`src/rtl/reg_file_32_pkg.sv`:
```
// Shared register-file constants: default widths and the hardwired zero register.
package reg_file_32_pkg;

  localparam int unsigned RF_DATA_W = 32;
  localparam int unsigned RF_ADDR_W = 5;
  localparam int unsigned ZERO_REG  = 0;

endpackage : reg_file_32_pkg

```
`src/rtl/reg_file_32_if.sv`:
```
// Register-file bus: two operand read ports, one write port, one debug read port.
interface reg_file_32_if
  import reg_file_32_pkg::*;
#(
  parameter int unsigned DATA_W = RF_DATA_W,
  parameter int unsigned ADDR_W = RF_ADDR_W
) ();

  logic [ADDR_W-1:0] ra_addr;
  logic [DATA_W-1:0] ra_data;
  logic [ADDR_W-1:0] rb_addr;
  logic [DATA_W-1:0] rb_data;
  logic              we;
  logic [ADDR_W-1:0] wr_addr;
  logic [DATA_W-1:0] wr_data;
  logic [ADDR_W-1:0] dbg_addr;
  logic [DATA_W-1:0] dbg_data;

  modport master (
    output ra_addr, rb_addr, we, wr_addr, wr_data, dbg_addr,
    input  ra_data, rb_data, dbg_data
  );

  modport slave (
    input  ra_addr, rb_addr, we, wr_addr, wr_data, dbg_addr,
    output ra_data, rb_data, dbg_data
  );

endinterface : reg_file_32_if

```
`src/rtl/reg_file_32_read_port.sv`:
```
// One combinational read path: zero-register check plus optional write-data forwarding.
module rf_read_port
  import reg_file_32_pkg::*;
#(
  parameter int unsigned DATA_W = RF_DATA_W,
  parameter int unsigned ADDR_W = RF_ADDR_W,
  parameter bit          BYPASS = 1'b1
) (
  input  logic [ADDR_W-1:0] rd_addr_i,
  input  logic [DATA_W-1:0] mem_i [2**ADDR_W],
  input  logic              byp_en_i,
  input  logic [ADDR_W-1:0] wr_addr_i,
  input  logic [DATA_W-1:0] wr_data_i,
  output logic [DATA_W-1:0] rd_data_c
);

  // Address 0 always reads zero; a matching in-flight write wins over storage when bypassing.
  always_comb begin
    rd_data_c = '0;
    if (rd_addr_i != ADDR_W'(ZERO_REG)) begin
      if (BYPASS && byp_en_i && (rd_addr_i == wr_addr_i)) begin
        rd_data_c = wr_data_i;
      end else begin
        rd_data_c = mem_i[rd_addr_i];
      end
    end
  end

endmodule : rf_read_port

```
`src/rtl/reg_file_32.sv`:
```
// 32x32 general-purpose register file: two operand read ports, one write port, debug read.
module reg_file_32
  import reg_file_32_pkg::*;
#(
  parameter int unsigned DATA_W = RF_DATA_W,
  parameter int unsigned ADDR_W = RF_ADDR_W,
  parameter bit          BYPASS = 1'b1
) (
  input  logic         clk,
  input  logic         rst_n,
  reg_file_32_if.slave bus
);

  localparam int unsigned DEPTH = 2**ADDR_W;

  logic [DATA_W-1:0] regs_q [1:DEPTH-1];
  logic [DATA_W-1:0] mem_c  [DEPTH];
  logic              wr_en_c;
  logic              byp_en_c;

  // Writes to the zero register are dropped; forwarding is suppressed while in reset.
  always_comb begin
    wr_en_c  = bus.we && (bus.wr_addr != ADDR_W'(ZERO_REG));
    byp_en_c = wr_en_c && rst_n;
  end

  // Storage with asynchronous clear; kept as flops so the clear can be immediate.
  always_ff @(posedge clk or negedge rst_n) begin
    if (!rst_n) begin
      for (int i = 1; i < int'(DEPTH); i++) begin
        regs_q[i] <= '0;
      end
    end else if (wr_en_c) begin
      regs_q[bus.wr_addr] <= bus.wr_data;
    end
  end

  // Full-depth view of storage with entry 0 pinned to zero.
  always_comb begin
    mem_c[0] = '0;
    for (int i = 1; i < int'(DEPTH); i++) begin
      mem_c[i] = regs_q[i];
    end
  end

  rf_read_port #(.DATA_W(DATA_W), .ADDR_W(ADDR_W), .BYPASS(BYPASS)) u_port_a (
    .rd_addr_i (bus.ra_addr),
    .mem_i     (mem_c),
    .byp_en_i  (byp_en_c),
    .wr_addr_i (bus.wr_addr),
    .wr_data_i (bus.wr_data),
    .rd_data_c (bus.ra_data)
  );

  rf_read_port #(.DATA_W(DATA_W), .ADDR_W(ADDR_W), .BYPASS(BYPASS)) u_port_b (
    .rd_addr_i (bus.rb_addr),
    .mem_i     (mem_c),
    .byp_en_i  (byp_en_c),
    .wr_addr_i (bus.wr_addr),
    .wr_data_i (bus.wr_data),
    .rd_data_c (bus.rb_data)
  );

  // Debug view always shows committed storage.
  rf_read_port #(.DATA_W(DATA_W), .ADDR_W(ADDR_W), .BYPASS(1'b0)) u_port_dbg (
    .rd_addr_i (bus.dbg_addr),
    .mem_i     (mem_c),
    .byp_en_i  (1'b0),
    .wr_addr_i (bus.wr_addr),
    .wr_data_i (bus.wr_data),
    .rd_data_c (bus.dbg_data)
  );

endmodule : reg_file_32
```
`src/flat_wrapper.sv`:
```
// flat-port wrapper written by rule: the top's interface ports become plain ports
module reg_file_32_flat import reg_file_32_pkg::*;
#(
  parameter int unsigned DATA_W = RF_DATA_W,
  parameter int unsigned ADDR_W = RF_ADDR_W,
  parameter bit          BYPASS = 1'b1
)
  (clk, rst_n, bus_ra_addr, bus_rb_addr, bus_we, bus_wr_addr, bus_wr_data, bus_dbg_addr, bus_ra_data, bus_rb_data, bus_dbg_data);
  reg_file_32_if #(.DATA_W(DATA_W), .ADDR_W(ADDR_W)) bus_i ();
  input  logic clk;
  input  logic rst_n;
  input wire logic [$bits(bus_i.ra_addr)-1:0] bus_ra_addr;
  input wire logic [$bits(bus_i.rb_addr)-1:0] bus_rb_addr;
  input wire logic [$bits(bus_i.we)-1:0] bus_we;
  input wire logic [$bits(bus_i.wr_addr)-1:0] bus_wr_addr;
  input wire logic [$bits(bus_i.wr_data)-1:0] bus_wr_data;
  input wire logic [$bits(bus_i.dbg_addr)-1:0] bus_dbg_addr;
  output wire logic [$bits(bus_i.ra_data)-1:0] bus_ra_data;
  output wire logic [$bits(bus_i.rb_data)-1:0] bus_rb_data;
  output wire logic [$bits(bus_i.dbg_data)-1:0] bus_dbg_data;
  assign bus_i.ra_addr = bus_ra_addr;
  assign bus_i.rb_addr = bus_rb_addr;
  assign bus_i.we = bus_we;
  assign bus_i.wr_addr = bus_wr_addr;
  assign bus_i.wr_data = bus_wr_data;
  assign bus_i.dbg_addr = bus_dbg_addr;
  assign bus_ra_data = bus_i.ra_data;
  assign bus_rb_data = bus_i.rb_data;
  assign bus_dbg_data = bus_i.dbg_data;
  reg_file_32 #(.DATA_W(DATA_W), .ADDR_W(ADDR_W), .BYPASS(BYPASS)) u_core (.clk(clk), .rst_n(rst_n), .bus(bus_i));
endmodule
```
`config.mk`:
```
export PLATFORM = sky130hd
export DESIGN_NAME = reg_file_32_flat
export DESIGN_NICKNAME = d
export VERILOG_FILES = /design/src/rtl/reg_file_32_pkg.sv /design/src/rtl/reg_file_32_if.sv /design/src/rtl/reg_file_32_read_port.sv /design/src/rtl/reg_file_32.sv /design/src/flat_wrapper.sv
export SDC_FILE = /design/constraint.sdc
export NUM_CORES = 2
export LEC_CHECK = 0
export BUFFER_PORTS_ARGS = -buffer_cell sky130_fd_sc_hd__buf_4
export CELL_PAD_IN_SITES_DETAIL_PLACEMENT = 0
export CELL_PAD_IN_SITES_GLOBAL_PLACEMENT = 1
export CORE_ASPECT_RATIO = 0.7
export CORE_MARGIN = 5
export CORE_UTILIZATION = 53
export CTS_CLUSTER_SIZE = 8
export DETAILED_ROUTE_END_ITERATION = 12
export GPL_TIMING_DRIVEN = 0
export PLACE_DENSITY = 0.89
export SLEW_MARGIN = 5
export SYNTH_ARGS = -nofsm -noshare
export SYNTH_HDL_FRONTEND = slang
export SYNTH_SLANG_ARGS = --single-unit
```
`constraint.sdc`:
```
create_clock -name clk -period 2.7 [get_ports clk]
set_clock_uncertainty 0.05 [all_clocks]
set_input_delay 0.27 -clock clk [delete_from_list [all_inputs] [get_ports clk]]
set_output_delay 0.27 -clock clk [all_outputs]
set_load 0.01 [all_outputs]
```
==> impl_summary.log <==
INFO  metric run_status = complete, but fails checks
INFO  metric failing_checks = hold timing, setup timing
INFO  metric design_power_total = about 53 mW
INFO  metric ys_seq_area_frac = 0.395
INFO  metric num-nets-final = roughly 5,500
INFO  metric top_level_ports = 151
INFO  metric post-route-worst-setup-slack = -437 ps
INFO  metric synth.ff_latch_count = a little under 1,000
INFO  metric clock.fmax = about 0.32 GHz
INFO  metric criticalPathCategory = input port to output port
INFO  metric placement_row_count = 105
INFO  metric crit_arrival = approximately 2800 ps
INFO  metric setup_viol = 96
INFO  metric floorplan.die.width = around 420 um
INFO  metric slew_at_the_pin_closest_to_its_max_slew_limit = approximately 1400 ps
INFO  metric syn_area_per_cell = approximately 13 sq um
INFO  metric hold_viol_final = 7
INFO  metric rr_startpoint = u_core.mem_c[341]
INFO  metric global_routing_s_busiest_layer = met1
INFO  metric period_share = 1.16
INFO  metric synth_top_area_cell = sky130_fd_sc_hd__dfrtp_1
INFO  metric critPathCaptureType = output port
INFO  metric worstSetupStartpointType = input port
INFO  metric syn-num-nets = 5,009
INFO  metric use_met3 = 0.211
INFO  metric place.port_buffers = 140
INFO  metric antenna_found_initial = 7
INFO  metric areaGrowthSynthToFinish = 19.7%
INFO  metric die-area = roughly 130,000 sq um
INFO  metric drt_wl_total = roughly 270 mm
INFO  metric synthTopCellsByArea = sky130_fd_sc_hd__dfrtp_1 39%, sky130_fd_sc_hd__mux2_2 20%, sky130_fd_sc_hd__mux4_2 13%
INFO  metric core_area = about 120,000 sq um
INFO  metric vdd_drop_max = 629 uV
INFO  metric timing.rr.end = u_core.mem_c[341]
INFO  metric largest_reg_flops = approximately 1,000
INFO  metric final_cell_mix = 1,092 x sky130_fd_sc_hd__mux2_2, 979 x sky130_fd_sc_hd__dfrtp_1, 746 x sky130_fd_sc_hd__mux2i_1
INFO  metric first_global_vias = a little over 50,000
INFO  metric tritoncts = built
INFO  metric synth-edff-count = 0
INFO  metric groute.layer.met1.usage = 0.570
INFO  metric most_common_library_cell_in_the_layout_ignoring_fill_and_taps = sky130_fd_sc_hd__mux2_2
INFO  metric rsz0062_at_grt = true
INFO  metric drt-pass1-iter-count = 7
INFO  metric ys.warnings.count = 0
INFO  metric gp_routability_congestion = between 1 and 1.5
INFO  metric synth_async_sr_flop_share = 1.00
INFO  metric num_vias = between 50,000 and 60,000
INFO  metric wire_per_inst = slightly below 40 um
INFO  metric clock_tree.root_cell = sky130_fd_sc_hd__clkbuf_16
INFO  metric power_density = between 700 and 800 nW/um^2
INFO  metric place.detailed.hpwl = ~200 mm
INFO  metric maximum_number_of_pins_on_one_net_before_global_route_repair = around 160
INFO  metric detail_route.iter0.violations = a little under 9,000
INFO  metric globalRouteTotalUtil = 0.419
INFO  metric ys_dominant_reg_cell = sky130_fd_sc_hd__dfrtp_1
INFO  metric die_y = between 200 and 300 um
INFO  metric synthesis.area = between 60,000 and 70,000 sq um
INFO  metric clk_pin_slew_worst_paths = about 50 ps
INFO  metric ys_types = 42
INFO  metric cp_max_fo = 10
INFO  metric drc_violations = 0
INFO  metric grt_util_met2 = 0.541
INFO  metric finalHoldWorstSlack = -48.3 ps
INFO  metric relSlewSlack = 0.0553
INFO  metric htree_num_levels = 4
INFO  metric cts.sinks = about 990
INFO  metric synth_top_cell_area_share = 0.395
INFO  metric tritoncts.num_buffers = between 100 and 150
INFO  metric cts-root-to-sink-buffers = 3
INFO  metric p_leak = about 33 nW
INFO  metric report.final.slew_viol_count = 0
INFO  metric critical_path_required = between 2000 and 2500 ps
INFO  metric r2r_slack = roughly 1500 ps
INFO  metric clock_latency = 770 ps
INFO  metric start_util = 0.535
INFO  metric fin_tns_setup = -16,320 ps
INFO  metric reg2regPathDepth = 4
INFO  metric final_layout_size_suffix_gt1_frac = 0.477
INFO  metric drtAntennaViolNets = 0
INFO  metric via_per_inst = 7.52
INFO  metric timing.max_cap.violations = 0
INFO  metric grt_overflow = 0
INFO  metric synthesis.instances = around 5,000
INFO  metric final.min_clock_period = roughly 3100 ps
INFO  metric hold_path.class = input port to asynchronous set/reset pin
INFO  metric grt_first_pass_wirelength = 380 mm
## metrics by stage
step	setup slack, ps	cell area (sq um)	std cells	util
floorplan	203	62900	4954	-
global placement	-12420	65900	6645	0.561
detailed placement	-1900	66100	6652	0.563
CTS	-366	74100	7004	0.631
global route	-371	75300	7038	0.641
finish	-437	75300	7041	0.641
## metal layers
layer  part of all wire  routed length (um)
met5            0.00099                 268
met4              0.066               17800
met3               0.17               45600
met2               0.38              104000
met1               0.38              103000
## area by class of cell
| class | count | area [sq um] |
|---|---|---|
| Inverter | 2 | 7.51 |
| Buffer | 539 | 3570 |
| Fill cell | 8875 | 42200 |
| Timing Repair Buffer | 383 | 3710 |
| Clock inverter | 7 | 67.6 |
| Tap cell | 1551 | 1940 |
| Antenna cell | 5 | 12.5 |
| Multi-Input combinational cell | 3411 | 37400 |
| Clock buffer | 151 | 3710 |
| Sequential cell | 992 | 24800 |
## synth_stat cells (2+ instances only)
master                      instances
sky130_fd_sc_hd__buf_1             70
sky130_fd_sc_hd__nor3_1             5
sky130_fd_sc_hd__buf_2            145
sky130_fd_sc_hd__a2111oi_0          2
sky130_fd_sc_hd__a22o_1            37
sky130_fd_sc_hd__buf_4             25
sky130_fd_sc_hd__o21ai_0           61
sky130_fd_sc_hd__and3_1             3
sky130_fd_sc_hd__nand4b_1           3
sky130_fd_sc_hd__mux2i_1          758
sky130_fd_sc_hd__nand4_1            2
sky130_fd_sc_hd__o311a_1            3
sky130_fd_sc_hd__and4_1            60
sky130_fd_sc_hd__mux4_2           356
sky130_fd_sc_hd__buf_6             20
sky130_fd_sc_hd__a211oi_1           2
sky130_fd_sc_hd__nand2_1          200
sky130_fd_sc_hd__a221o_1            2
sky130_fd_sc_hd__nand2b_1           3
sky130_fd_sc_hd__nor3b_1            3
sky130_fd_sc_hd__nor2_1            53
sky130_fd_sc_hd__a221oi_1          72
sky130_fd_sc_hd__a21oi_1           64
sky130_fd_sc_hd__nor2b_1           15
sky130_fd_sc_hd__nand3_1          184
sky130_fd_sc_hd__xor2_1             6
sky130_fd_sc_hd__and2_1             5
sky130_fd_sc_hd__xnor2_1            4
sky130_fd_sc_hd__inv_1              2
sky130_fd_sc_hd__a21boi_0           4
sky130_fd_sc_hd__mux2_2          1123
sky130_fd_sc_hd__clkbuf_1         289
sky130_fd_sc_hd__dfrtp_1          992
sky130_fd_sc_hd__nand3b_1           8
sky130_fd_sc_hd__a22oi_1          366
## critical path, stage by stage
cell and delay (ps):
sky130_fd_sc_hd__buf_2 250, sky130_fd_sc_hd__buf_8 270, sky130_fd_sc_hd__buf_6 310, sky130_fd_sc_hd__clkbuf_1 760, sky130_fd_sc_hd__a22o_1 310, sky130_fd_sc_hd__mux4_2 330, sky130_fd_sc_hd__mux2_4 190, sky130_fd_sc_hd__buf_6 100
## timing repair
item / 4_1_cts / 5_1_grt
setup buffers: 152 / 41
endpoints found under the setup margin: 96 / 96
gates cloned: 8 / 0
hold buffers: 42 / 0
pin swaps: 134 / 212
endpoints found under the hold margin: 359 / 0
gates resized for setup: 696 / 305
## how the worst max path moves through the flow
stage	start	end	slack, ps	depth (start not counted)
floorplan	bus_dbg_addr[2]	bus_dbg_data[23]	200	6
global placement	rst_n	bus_rb_data[20]	-12420	6
detailed placement	rst_n	bus_ra_data[14]	-1900	9
CTS	u_core.mem_c[661]	bus_dbg_data[21]	-370	4
global route	u_core.mem_c[790]	bus_dbg_data[22]	-370	4
finish	bus_dbg_addr[0]	bus_dbg_data[10]	-440	8
## cells by family after synthesis
logic type,after synthesis,synth area share
simple gates,549,0.0437
mux,2238,0.450
xor+xnor,10,0.00139
buf+inv,551,0.0397
compound gates,614,0.0708
flops,992,0.395
## where the power goes
group	switching [mW]	internal, mW	total [mW]	leakage, nW
clock network	6.81	9.58	16.4	1.86
logic	7.29	8.27	15.6	18.8
registers	3.07	17.8	20.9	12.7
total	17.2	35.7	52.8	33.3
No activity file was read; power rests on OpenSTA's default activity.
